==> config.mk <==
export PLATFORM = sky130hd
export DESIGN_NAME = dmem_access_unit
export DESIGN_NICKNAME = d
export VERILOG_FILES = /design/src/rtl/dmem_access_unit.sv
export SDC_FILE = /design/constraint.sdc
export NUM_CORES = 1
export LEC_CHECK = 0
export ABC_AREA = 0
export CORE_UTILIZATION = 25
export CTS_BUF_LIST = sky130_fd_sc_hd__clkbuf_2
export CTS_CLUSTER_DIAMETER = 30
export DETAILED_ROUTE_END_ITERATION = 8
export GPL_ROUTABILITY_DRIVEN = 1
export SYNTH_ARGS = -nofsm -noshare
export SYNTH_HDL_FRONTEND = slang
export SYNTH_SLANG_ARGS = --single-unit
export TNS_END_PERCENT = 10
==> constraint.sdc <==
create_clock -name clk -period 2.1 [get_ports clk]
set_input_delay 0.21 -clock clk [delete_from_list [all_inputs] [get_ports clk]]
set_output_delay 0.21 -clock clk [all_outputs]
set_load 0.005 [all_outputs]
==> src/rtl/dmem_access_unit.sv <==
`default_nettype none
// ============================================================================
// Module  : dmem_access_unit
// Brief   : RV32I load/store data-memory sequencer with alignment check,
//           byte-lane steering, load extension and response timeout.
// Rev     : 1.0
// ============================================================================
module dmem_access_unit #(
    parameter int TIMEOUT_CYCLES = 255
) (
    input  logic        clk,
    input  logic        rst,
    input  logic        req_valid,
    input  logic        req_load,
    input  logic        req_store,
    input  logic [2:0]  req_funct3,
    input  logic [31:0] req_addr,
    input  logic [31:0] req_wdata,
    output logic        dmem_read,
    output logic        dmem_write,
    output logic [31:0] dmem_address,
    output logic [31:0] dmem_wdata,
    output logic [3:0]  dmem_mbe,
    input  logic        dmem_resp,
    input  logic [31:0] dmem_rdata,
    output logic        stall,
    output logic [31:0] load_data,
    output logic        misaligned,
    output logic        timeout
);

    localparam logic [1:0]  c_IDLE    = 2'd0;
    localparam logic [1:0]  c_ACCESS  = 2'd1;
    localparam logic [1:0]  c_DONE    = 2'd2;
    localparam logic [15:0] c_TIMEOUT = 16'(TIMEOUT_CYCLES);

    logic [1:0]  r_state;
    logic [15:0] r_count;
    logic        r_read;
    logic        r_write;
    logic [31:0] r_address;
    logic [31:0] r_wdata;
    logic [3:0]  r_mbe;
    logic [2:0]  r_funct3;
    logic [1:0]  r_offset;
    logic [31:0] r_load_data;
    logic        r_timeout;

    logic        w_one_op;
    logic        w_both_op;
    logic        w_aligned;
    logic        w_idle;
    logic        w_start;
    logic        w_misaligned;
    logic [15:0] w_count_next;
    logic [3:0]  w_mbe;
    logic [31:0] w_wdata;
    logic [7:0]  w_byte;
    logic [15:0] w_half;
    logic [31:0] w_load_ext;

    assign w_one_op  = req_load ^ req_store;
    assign w_both_op = req_load & req_store;

    always_comb begin
        w_aligned = 1'b1;
        case (req_funct3[1:0])
            2'b00:   w_aligned = 1'b1;
            2'b01:   w_aligned = ~req_addr[0];
            default: w_aligned = (req_addr[1:0] == 2'b00);
        endcase
    end

    // The IDLE-cycle decode is combinational so the pipeline freezes in the
    // same cycle the request appears; it is masked while reset is held.
    assign w_idle       = rst & (r_state == c_IDLE) & req_valid;
    assign w_start      = w_idle & w_one_op & w_aligned;
    assign w_misaligned = w_idle & (w_both_op | (w_one_op & ~w_aligned));
    assign w_count_next = r_count + 16'd1;

    always_comb begin
        w_mbe   = 4'b1111;
        w_wdata = req_wdata;
        if (req_store) begin
            case (req_funct3[1:0])
                2'b00: begin
                    w_mbe   = 4'b0001 << req_addr[1:0];
                    w_wdata = {4{req_wdata[7:0]}};
                end
                2'b01: begin
                    w_mbe   = 4'b0011 << {req_addr[1], 1'b0};
                    w_wdata = {2{req_wdata[15:0]}};
                end
                default: begin
                    w_mbe   = 4'b1111;
                    w_wdata = req_wdata;
                end
            endcase
        end
    end

    always_comb begin
        w_byte = dmem_rdata[7:0];
        case (r_offset)
            2'd0:    w_byte = dmem_rdata[7:0];
            2'd1:    w_byte = dmem_rdata[15:8];
            2'd2:    w_byte = dmem_rdata[23:16];
            default: w_byte = dmem_rdata[31:24];
        endcase
        w_half = r_offset[1] ? dmem_rdata[31:16] : dmem_rdata[15:0];
        case (r_funct3)
            3'b000:  w_load_ext = {{24{w_byte[7]}}, w_byte};
            3'b001:  w_load_ext = {{16{w_half[15]}}, w_half};
            3'b100:  w_load_ext = {24'd0, w_byte};
            3'b101:  w_load_ext = {16'd0, w_half};
            default: w_load_ext = dmem_rdata;
        endcase
    end

    always_ff @(posedge clk) begin
        if (!rst) begin
            r_state     <= c_IDLE;
            r_count     <= 16'd0;
            r_read      <= 1'b0;
            r_write     <= 1'b0;
            r_address   <= 32'd0;
            r_wdata     <= 32'd0;
            r_mbe       <= 4'd0;
            r_funct3    <= 3'd0;
            r_offset    <= 2'd0;
            r_load_data <= 32'd0;
            r_timeout   <= 1'b0;
        end else begin
            case (r_state)
                c_IDLE: begin
                    r_timeout <= 1'b0;
                    if (w_start) begin
                        r_state   <= c_ACCESS;
                        r_count   <= 16'd0;
                        r_read    <= req_load;
                        r_write   <= req_store;
                        r_address <= {req_addr[31:2], 2'b00};
                        r_wdata   <= w_wdata;
                        r_mbe     <= w_mbe;
                        r_funct3  <= req_funct3;
                        r_offset  <= req_addr[1:0];
                    end
                end
                c_ACCESS: begin
                    r_count <= w_count_next;
                    if (dmem_resp) begin
                        r_load_data <= w_load_ext;
                        r_read      <= 1'b0;
                        r_write     <= 1'b0;
                        r_state     <= c_DONE;
                    end else if (w_count_next == c_TIMEOUT) begin
                        r_load_data <= 32'd0;
                        r_read      <= 1'b0;
                        r_write     <= 1'b0;
                        r_timeout   <= 1'b1;
                        r_state     <= c_DONE;
                    end
                end
                c_DONE: begin
                    r_timeout <= 1'b0;
                    r_state   <= c_IDLE;
                end
                default: begin
                    r_state <= c_IDLE;
                end
            endcase
        end
    end

    assign dmem_read    = r_read;
    assign dmem_write   = r_write;
    assign dmem_address = r_address;
    assign dmem_wdata   = r_wdata;
    assign dmem_mbe     = r_mbe;
    assign load_data    = r_load_data;
    assign timeout      = r_timeout;
    assign stall        = w_start | (r_state == c_ACCESS);
    assign misaligned   = w_misaligned;

endmodule
`default_nettype wire

==> reports/metrics.yaml, run 1 <==
drive_gt1_share_pct: 12.8
violations: "setup timing"
antenna_found_initial: 2
yosys_warnings: 0
yosysMostFrequentCell: "nand2_1"
cts_tree: "done"
synthCells: 794
fmax_ghz: 0.463
synth_top_cells_by_area: "dfxtp_1, nand2_1, a21boi_0, o21ai_0, nor2_1"
clk_pin_slew_ns: 0.17
ios: 210
fin_crit_sh_pct: 103
path_cells: "ha_4 > nand3_4 > or3_4 > a2111oi_4 > o221a_2 > a31o_4 > clkbuf_16 > a31oi_1"
num_vias: 6540
crit_type: "flop to flop"
cts.path.max_buffers: 2
p_clk_share_pct: 28.2
synth_cell_types: 43
root_buffer: "clkbuf_2"
finalHoldWorstSlack_ns: 0.0938
die_area_sq_um: 24900
internal_power_mw: 3.30
grt_max_degree: 127
drcViolationCount: 0
critPathSlowestCell: "dfxtp_4"
slew_headroom_pct: 59.3
setup_tns_ns: -0.672
gr-total-overflow: 0
cp.arrival_ns: 2.72
grt_use_total_pct: 17.9
period_needed_ns: 2.16
rsz0062_at_grt: "true"
end_kind: "flop"
p_sw_mw: 1.32
finalWorstSetupSlack_ns: -0.0603
ir_drop_mv: 0.255
combPwrFrac_pct: 18.9
pwr-share-seq_pct: 52.9
synthFlopType: "dfxtp_1"
drt_iter0_markers: 361
fp.dieW_microns: 158
worst_pin_slew_ns: 0.610
cts_max_level: 4
cp-start-kind: "flop"
fill_cells: 2444
synth_edf_count: 0
clock_latency_ns: 0.69
core_region_area_sq_um: 23600
first_pass_iters: 4
yosysTopAreaCell: "dfxtp_1"
floorplan.rows: 56
synth.avg_cell_area_sq_um: 7.64
dpl.hpwl_mm: 15.2
antenna_left: 0
crit_fanout: 8
synth_seq_cells: 124
switching_share_pct: 28.6
required_ns: 2.66
via_per_inst: 4.72
synth_top_area_share_pct: 40.9
place_congestion: 0.791
grt_pass1_wl_mm: 34.3
ys_seq_area_share_pct: 40.9
wl_mm: 21.9
fp.dieH_microns: 158
slowest_delay_ns: 0.39
nets: 1163
numCtsBuffers: 17
outcome: "finished, violations left"
maxCapViolCount: 0
cts.sinks: 124
ys_top_cells_by_count: "nand2_1, dfxtp_1, nor2_1"
synth_area_sq_um: 6070
power.density_nw_per_um2: 486
finalSetupViolCount: 29
io_buffer_count: 207
first_global_vias: 6308
power_mw: 4.62
slew_violations: 0
fin_skew_ns: 0.0477
hold_viol: 0
wl_per_cell_microns: 15.8
initial_core_util_pct: 25.7
async_flop_share_pct: 0
power.leakage_nw: 3.54
synthToLayoutAreaGrowth_pct: 56.7
hold_path_class: "input pin to flop"
registers in the layout (all words and copies together) (netlist names):
| register | cells |
|---|---|
| dmem_mbe | 4 |
| r_offset | 2 |
| dmem_address | 30 |
| dmem_wdata | 32 |
| dmem_read | 1 |
| timeout | 1 |
| r_count | 16 |
| r_funct3 | 3 |
| load_data | 32 |
| dmem_write | 1 |
| r_state | 2 |
per-stage QoR:
stage / cell area (sq um) / setup slack, ns / utilization, % / cells
after floorplan: 6120 / -0.0218 / - / 795
after global placement: 8860 / -0.167 / 37.5 / 1317
after detailed placement: 8860 / -0.243 / 37.5 / 1317
after CTS: 9450 / -0.138 / 40.0 / 1384
after global routing: 9510 / -0.171 / 40.3 / 1387
final: 9510 / -0.0603 / 40.3 / 1387
layer usage:
metal  vias to the layer above  wire, microns  GRT usage, %
li1                       3274              -             -
met4                         2            560          7.26
met3                        42           1430          5.01
met5                         -             13             0
met1                      3034           9750          23.0
met2                       188          10100          28.0
cells by family (layout without fill, tap and decap cells):
family,Yosys count,count (layout),synth area share (%)
AND/OR/NAND/NOR,337,337,25.4
XOR/XNOR,7,7,1.01
AO/OA/AOI/OAI,229,229,24.3
other,1,4,0.0618
flip-flops,124,124,40.9
adder cells (fa/ha/maj),3,3,0.619
multiplexers,11,11,1.98
buffers and inverters,82,353,5.75
power by group through the flow:
| stage | clock network (mW) | logic, mW | registers, mW |
|---|---|---|---|
| 6_report | 1.30 | 0.872 | 2.44 |
| 5_1_grt | 1.49 | 0.945 | 2.45 |
| 4_1_cts | 1.36 | 0.867 | 2.44 |
| 3_5_place_dp | 0 | 0.789 | 2.49 |
| 3_3_place_gp | 0 | 0.789 | 2.49 |
| 2_1_floorplan | 0 | 0.306 | 2.49 |
cell usage in the layout (no fill, tap or decap), types with 19 or more instances in the layout:
cell type	n
o21ai_0	66
nor2b_1	29
nand3_1	19
clkbuf_2	19
nor3_1	50
clkdlybuf4s50_1	204
dfxtp_1	119
nor2_1	73
nand2_1	127
a21boi_0	46
a21oi_1	45
dlygate4sd3_1	27
buf_4	64
worst paths after layout:
check,from,to,slack [ns],depth (start not counted)
max reg2reg,r_count[0],load_data[30],-0.06,8
min reg2reg,timeout,timeout,0.45,2
max,r_count[0],load_data[30],-0.06,8
min,req_addr[24],dmem_address[24],0.09,3
timing repair:
action,CTS,global route
endpoints found under the setup margin,30,42
resized for setup,26,7
buffers inserted,9,3
hold buffers,27,0
hold endpoints to repair,27,0
pin swaps,5,8
cloned,1,1
worst max-delay path, delay by kind of cell (launching register included):
kind | cells | cell delay [ns]
buffers and inverters | 1 | 0.18
adders and majority gates | 1 | 0.15
and+or+nand+nor | 2 | 0.42
AOI/OAI and AO/OA | 4 | 0.92
DFF | 1 | 0.39
layout make-up:
type                    instances  area, sq um  share of cell area [%]
multi-input cells             589         3350                    35.2
repair buffers                308         3020                    31.8
flip-flops and latches        124         2500                    26.3
well taps                     319          399                    4.20
clock buffers                  19         95.1                    1.00
clock inverters                11         78.8                   0.829
inverters                      15         56.3                   0.592
diodes                          2         5.00                  0.0526
No activity file was read; power rests on OpenSTA's default activity.
==> inputs of run 2 (changes only) <==
- PLACE_DENSITY_LB_ADDON: default -> 0.12
==> reports/metrics.yaml, run 2 (synthesis gave the netlist of run 1 again) <==
core_region_area_sq_um: 23600
wl_met2_mm: 10.4
drive_gt1_share_pct: 13.3
highest_layer: "met4"
period_needed_ns: 2.22
floorplan.rows: 56
ios: 210
path_cells: "ha_4 > nand3_4 > or3_4 > a2111oi_4 > o221a_2 > a31o_4 > buf_12 > a31oi_1"
worst-path-buf-inv: 1
slew_headroom_pct: 61.4
cp-start-kind: "flop"
violations: "setup timing"
critPathSlowestCell: "dfxtp_4"
power_mw: 4.91
grt_pass1_wl_mm: 34.9
cp.arrival_ns: 2.81
maxCapViolCount: 0
fill_cells: 2465
path_delay_family: "compound AO/OA/AOI/OAI gates"
grt_max_degree: 127
clock_latency_ns: 0.70
final_common_cell: "clkdlybuf4s50_1"
stdcell_count: 1393
cts_tree: "done"
fp.dieW_microns: 158
end_kind: "flop"
power.density_nw_per_um2: 509
io_buffer_count: 207
crit_type: "flop to flop"
gr-total-overflow: 0
drt_iter0_markers: 326
cts.sinks: 124
cts.path.max_buffers: 2
die_area_sq_um: 24900
worst_pin_slew_ns: 0.579
place_congestion: 0.777
numCtsBuffers: 17
finalWorstSetupSlack_ns: -0.118
synthToLayoutAreaGrowth_pct: 59.2
fp.dieH_microns: 158
num_vias: 6424
grt_use_total_pct: 18.2
layout_common_cells: "clkdlybuf4s50_1, nand2_1, dfxtp_1"
fmax_ghz: 0.451
nets: 1168
hold_path_class: "input pin to flop"
cts_max_level: 4
clk_pin_slew_ns: 0.20
rsz0062_at_grt: "true"
crit_fanout: 8
met3WireLength_mm: 1.44
first_pass_iters: 4
dpl.hpwl_mm: 15.0
fin_skew_ns: 0.0402
first_global_vias: 6331
hold_viol: 0
antenna_left: 0
required_ns: 2.69
design_area_sq_um: 9660
initial_core_util_pct: 25.7
wl_per_cell_microns: 15.9
place_inst: 1322
slowest_delay_ns: 0.40
place_ws_ns: -0.241
drcViolationCount: 0
finalSetupViolCount: 37
fin_crit_sh_pct: 106
antenna_found_initial: 2
slew_violations: 0
place_area_sq_um: 8920
power.leakage_nw: 3.60
finalHoldWorstSlack_ns: 0.0873
wl_mm: 22.1
ir_drop_mv: 0.317
wl_met1_mm: 10.2
outcome: "finished, violations left"
via_per_inst: 4.61
root_buffer: "clkbuf_2"
-- run 2: cell types whose count changed in the layout (fill, tap and decap cells not counted), sizes merged, moves of 2 or more --
cell,previous run,this run
inv,16,18
clkinv,8,6
dlygate4sd3,27,30
buf,76,78
clkinvlp,1,3
-- run 2: path summary, 6_finish.rpt --
path                    to           from  slack [ns]  cells past startpoint
min reg2reg        timeout        timeout        0.46                      2
max reg2reg  load_data[26]     r_count[1]       -0.12                      8
max          load_data[26]     r_count[1]       -0.12                      8
min            r_funct3[2]  req_funct3[2]        0.09                      3
-- run 2: report_power, final --
| part | total, mW | switching [mW] | internal [mW] |
|---|---|---|---|
| registers | 2.44 | 0.0326 | 2.41 |
| clock network | 1.59 | 1.04 | 0.553 |
| logic | 0.878 | 0.381 | 0.497 |
| total | 4.91 | 1.45 | 3.46 |
-- run 2: worst min-delay path, delay by kind of cell --
kind	cells	cell delay (ns)
compound gates	1	0.06
simple gates	1	0.06
buf+inv	1	0.40
-- run 2: per-layer routing --
layer  vias up  track usage [%]
met5         -                0
met4         0             3.65
met3         7             6.10
met2       141             29.3
met1      2986             23.3
li1       3290                -
-- run 2: stage by stage --
stage,util [%],TNS (ns)
global route,40.9,-7.03
floorplan,-,-0.303
detailed placement,37.8,-10.96
CTS,40.4,-2.17
finish,40.9,-3.06
global placement,37.8,-8.38
-- run 2: area by class of cell --
class                           instances  area, sq um  area share [%]
Clock buffer                           18         90.1           0.933
Clock inverter                         14          145            1.50
Antenna cell                            1         2.50          0.0259
Inverter                               15         56.3           0.583
Multi-Input combinational cell        589         3350            34.7
Tap cell                              319          399            4.13
Sequential cell                       124         2500            25.8
Timing Repair Buffer                  313         3120            32.3
-- run 2: what timing repair did --
| item | 4_1_cts | 5_1_grt |
|---|---|---|
| cloned | 2 | 1 |
| hold endpoints to repair | 29 | 1 |
| setup endpoints to repair | 35 | 39 |
| pin swaps | 9 | 7 |
| hold buffers | 29 | 1 |
| gates resized for setup | 21 | 14 |
| buffers inserted | 2 | 3 |
==> inputs of run 3 (changes only) <==
- PLACE_DENSITY_LB_ADDON: 0.12 -> default
==> results of run 3 <==
The final DEF is identical to that of run 1; final timing and power are the same.
==> RTL edit: new RTL, flow settings as in run 1 <==
`TIMEOUT_CYCLES`: 255 -> 127.
--- a/src/rtl/dmem_access_unit.sv
+++ b/src/rtl/dmem_access_unit.sv
@@ -8,3 +8,3 @@
 module dmem_access_unit #(
-    parameter int TIMEOUT_CYCLES = 255
+    parameter int TIMEOUT_CYCLES = 127
 ) (
Formal check against the unedited RTL: same outputs for any inputs over 4 cycles, from zero or initial values and one cycle with rst low; that may be too few to reach the edited logic, so the function may still have changed.
==> RTL edit against run 1 <==
  * The flow still finishes with violations (negative setup slack)
  * Total power increased by 2.6%
  * Setup slack worse by 0.099 ns
  * Fmax fell by 4.4%
  * Design area decreased by 0.24%
  * Sequential cell count did not move
  * Sequential power hardly changed
  * Area after synthesis is 3.7% lower
  * Wire length is 3.4% lower
==> RTL edit: results (changes against run 1) <==
Critical path
  • Arr. time, crit path: 2.86 ns (+0.14 ns)
  • Reg2reg end: load_data[13]
  • Worst R2R Start: r_count[0]
  • R2R depth: 9 (+1)

Placement
  • GPL Wtd Cong: 0.858 (+8.5%)
  • Port Buffers: 207 (unchanged)
  • Final HPWL DP: 14300 microns (-5.7%)

Route
  • DR pass1 iterations: 4 (unchanged)
  • Vias per inst: 4.73 (+0.31%)
  • DRT iter0 DRCs: 372 (+3.0%)
  • WL met3: 1780 microns (+25%)
  • WL per Instance: 15.3 microns (-3.3%)
  • Top routing layer used: met4
  • M1 WL: 9200 microns (-5.7%)
  • Met2 Routed Length: 9750 microns (-3.9%)

Cells and area
  • Share of layout cells above drive strength 1: 15.9% (+3.1 points)
  • Nets: 1166 (+0.26%)
  • Filler Cell Count: 2299 (-5.9%)

Global route
  • GR Layer Usage met2: 27.8% (-0.21 points)
  • All-layer global routing usage: 17.4% (-0.47 points)
  • Number of global-route vias before repair: 6305 (-0.048%)
  • Global-route wire length before repair: 33100 microns (-3.3%)
  • Met3 Track Usage GR: 6.41% (+1.4 points)
  • GR Layer Usage met1: 21.7% (-1.3 points)
  • Antenna violations before repair: 1 (-1)
  • Largest net degree at the start of global routing: 68 (-46%)

Logic synthesis
  • Top cells by count, synth: nand2_1 (125), dfxtp_1 (124), a21oi_1 (123)
  • Register area share after synthesis: 42.5% (+1.6 points)
  • Largest cells by area after synthesis: dfxtp_1 (42%), a21oi_1 (11%), nand2_1 (8.0%), nor2_1 (6.8%), o21ai_0 (4.8%)
  • Post-synth ARST share: 0% (unchanged)
  • Synth cell types: 54 (+26%)

Status
  • Status: finished, violations left
  • Failing checks: negative setup slack

Power and ir drop
  • P_leak: 3.52 nW (-0.51%)
  • Maximum VDD drop: 0.000292 V (+15%)

STA
  • Endpoints failing setup: 38 (+31%)
  • Final worst setup slack: -0.159 ns (-0.0989 ns)
  • Relative slew slack: 61.5% (+2.2 points)
  • Max Clock Skew: 0.0291 ns (-0.0186 ns)

Clock tree
  • Clk_lat worst skew: 0.72 ns (+0.03 ns)
  • Reg clk slew, reported paths: 0.20 ns (+0.03 ns)

Min path
  • Hold crit path type: primary input to flop
-- RTL edit: cell count changes in the layout (fill, tap and decap cells not counted), sizes merged, moves of 7 or more --
cell,change
a21oi,+86
a21boi,-46
nor2,+31
nor3,-28
nor2b,-18
inv,+13
dlygate4sd3,+12
nand3,-11
o211a,-11
a311oi,+9
o21ai,-9
a31oi,-8
o21a,-8
a221oi,-7
-- RTL edit: kinds of logic after synthesis --
family          synth area share, %
simple gates                   22.3
compound gates                 25.2
flops                          42.5
buf+inv                        6.49
mux                            1.93
xor+xnor                      0.899
fa+ha+maj                     0.642
other cells                  0.0642
-- RTL edit: per-stage QoR --
| stage | cells | worst slack (ns) | area (sq um) | setup TNS, ns | hold slack (ns) |
|---|---|---|---|---|---|
| 6_report | 1385 | -0.159 | 9490 | -4.63 | 0.120 |
| 5_1_grt | 1385 | -0.232 | 9490 | -8.27 | 0.00901 |
| 4_1_cts | 1377 | -0.134 | 9290 | -3.77 | 0.0120 |
| 3_5_place_dp | 1305 | -0.117 | 8640 | -4.16 | 0.447 |
| 3_3_place_gp | 1305 | -0.133 | 8640 | -4.63 | 0.441 |
| 2_1_floorplan | 779 | -0.0605 | 5870 | -1.50 | 0.346 |
-- RTL edit: cell type report --
cell class | count | area [sq um] | share of cell area (%)
timing repair buffer | 323 | 3180 | 33.5
multi-input combinational | 567 | 3100 | 32.7
clock inverter | 15 | 139 | 1.46
antenna | 1 | 2.50 | 0.0264
inverter | 25 | 95.1 | 1.00
clock buffer | 17 | 85.1 | 0.897
sequential | 124 | 2500 | 26.3
tap | 313 | 392 | 4.13
-- RTL edit: worst min-delay path by stage --
stage | from | end | slack (ns)
finish | req_wdata[5] | dmem_wdata[5] | 0.12
global route | req_wdata[4] | dmem_wdata[4] | 0.009
CTS | req_wdata[4] | dmem_wdata[4] | 0.01
detailed placement | dmem_address[20] | dmem_address[20] | 0.45
global placement | dmem_address[26] | dmem_address[26] | 0.44
floorplan | req_funct3[2] | r_funct3[2] | 0.35
-- RTL edit: power breakdown --
| group | internal [W] | total (W) | switching (W) |
|---|---|---|---|
| clock network | 0.000445 | 0.00148 | 0.00103 |
| registers | 0.00241 | 0.00244 | 0.0000305 |
| logic | 0.000465 | 0.000826 | 0.000361 |
-- RTL edit: critical path, cell delays in order (launching register included) --
cell and delay [ns]:
dfxtp_4 0.40, buf_6 0.10, and4_4 0.24, nand2b_4 0.06, o31a_1 0.24, or4_4 0.57, o21ai_4 0.19, buf_12 0.15
clkbuf_16 0.16, a21oi_1 0.06
-- RTL edit: timing repair --
item	4_1_cts	5_1_grt
hold buffers	38	1
hold endpoints to repair	38	1
setup buffers	2	3
gates resized for setup	18	22
pin swaps	3	8
gates cloned	0	3
setup endpoints to repair	38	39
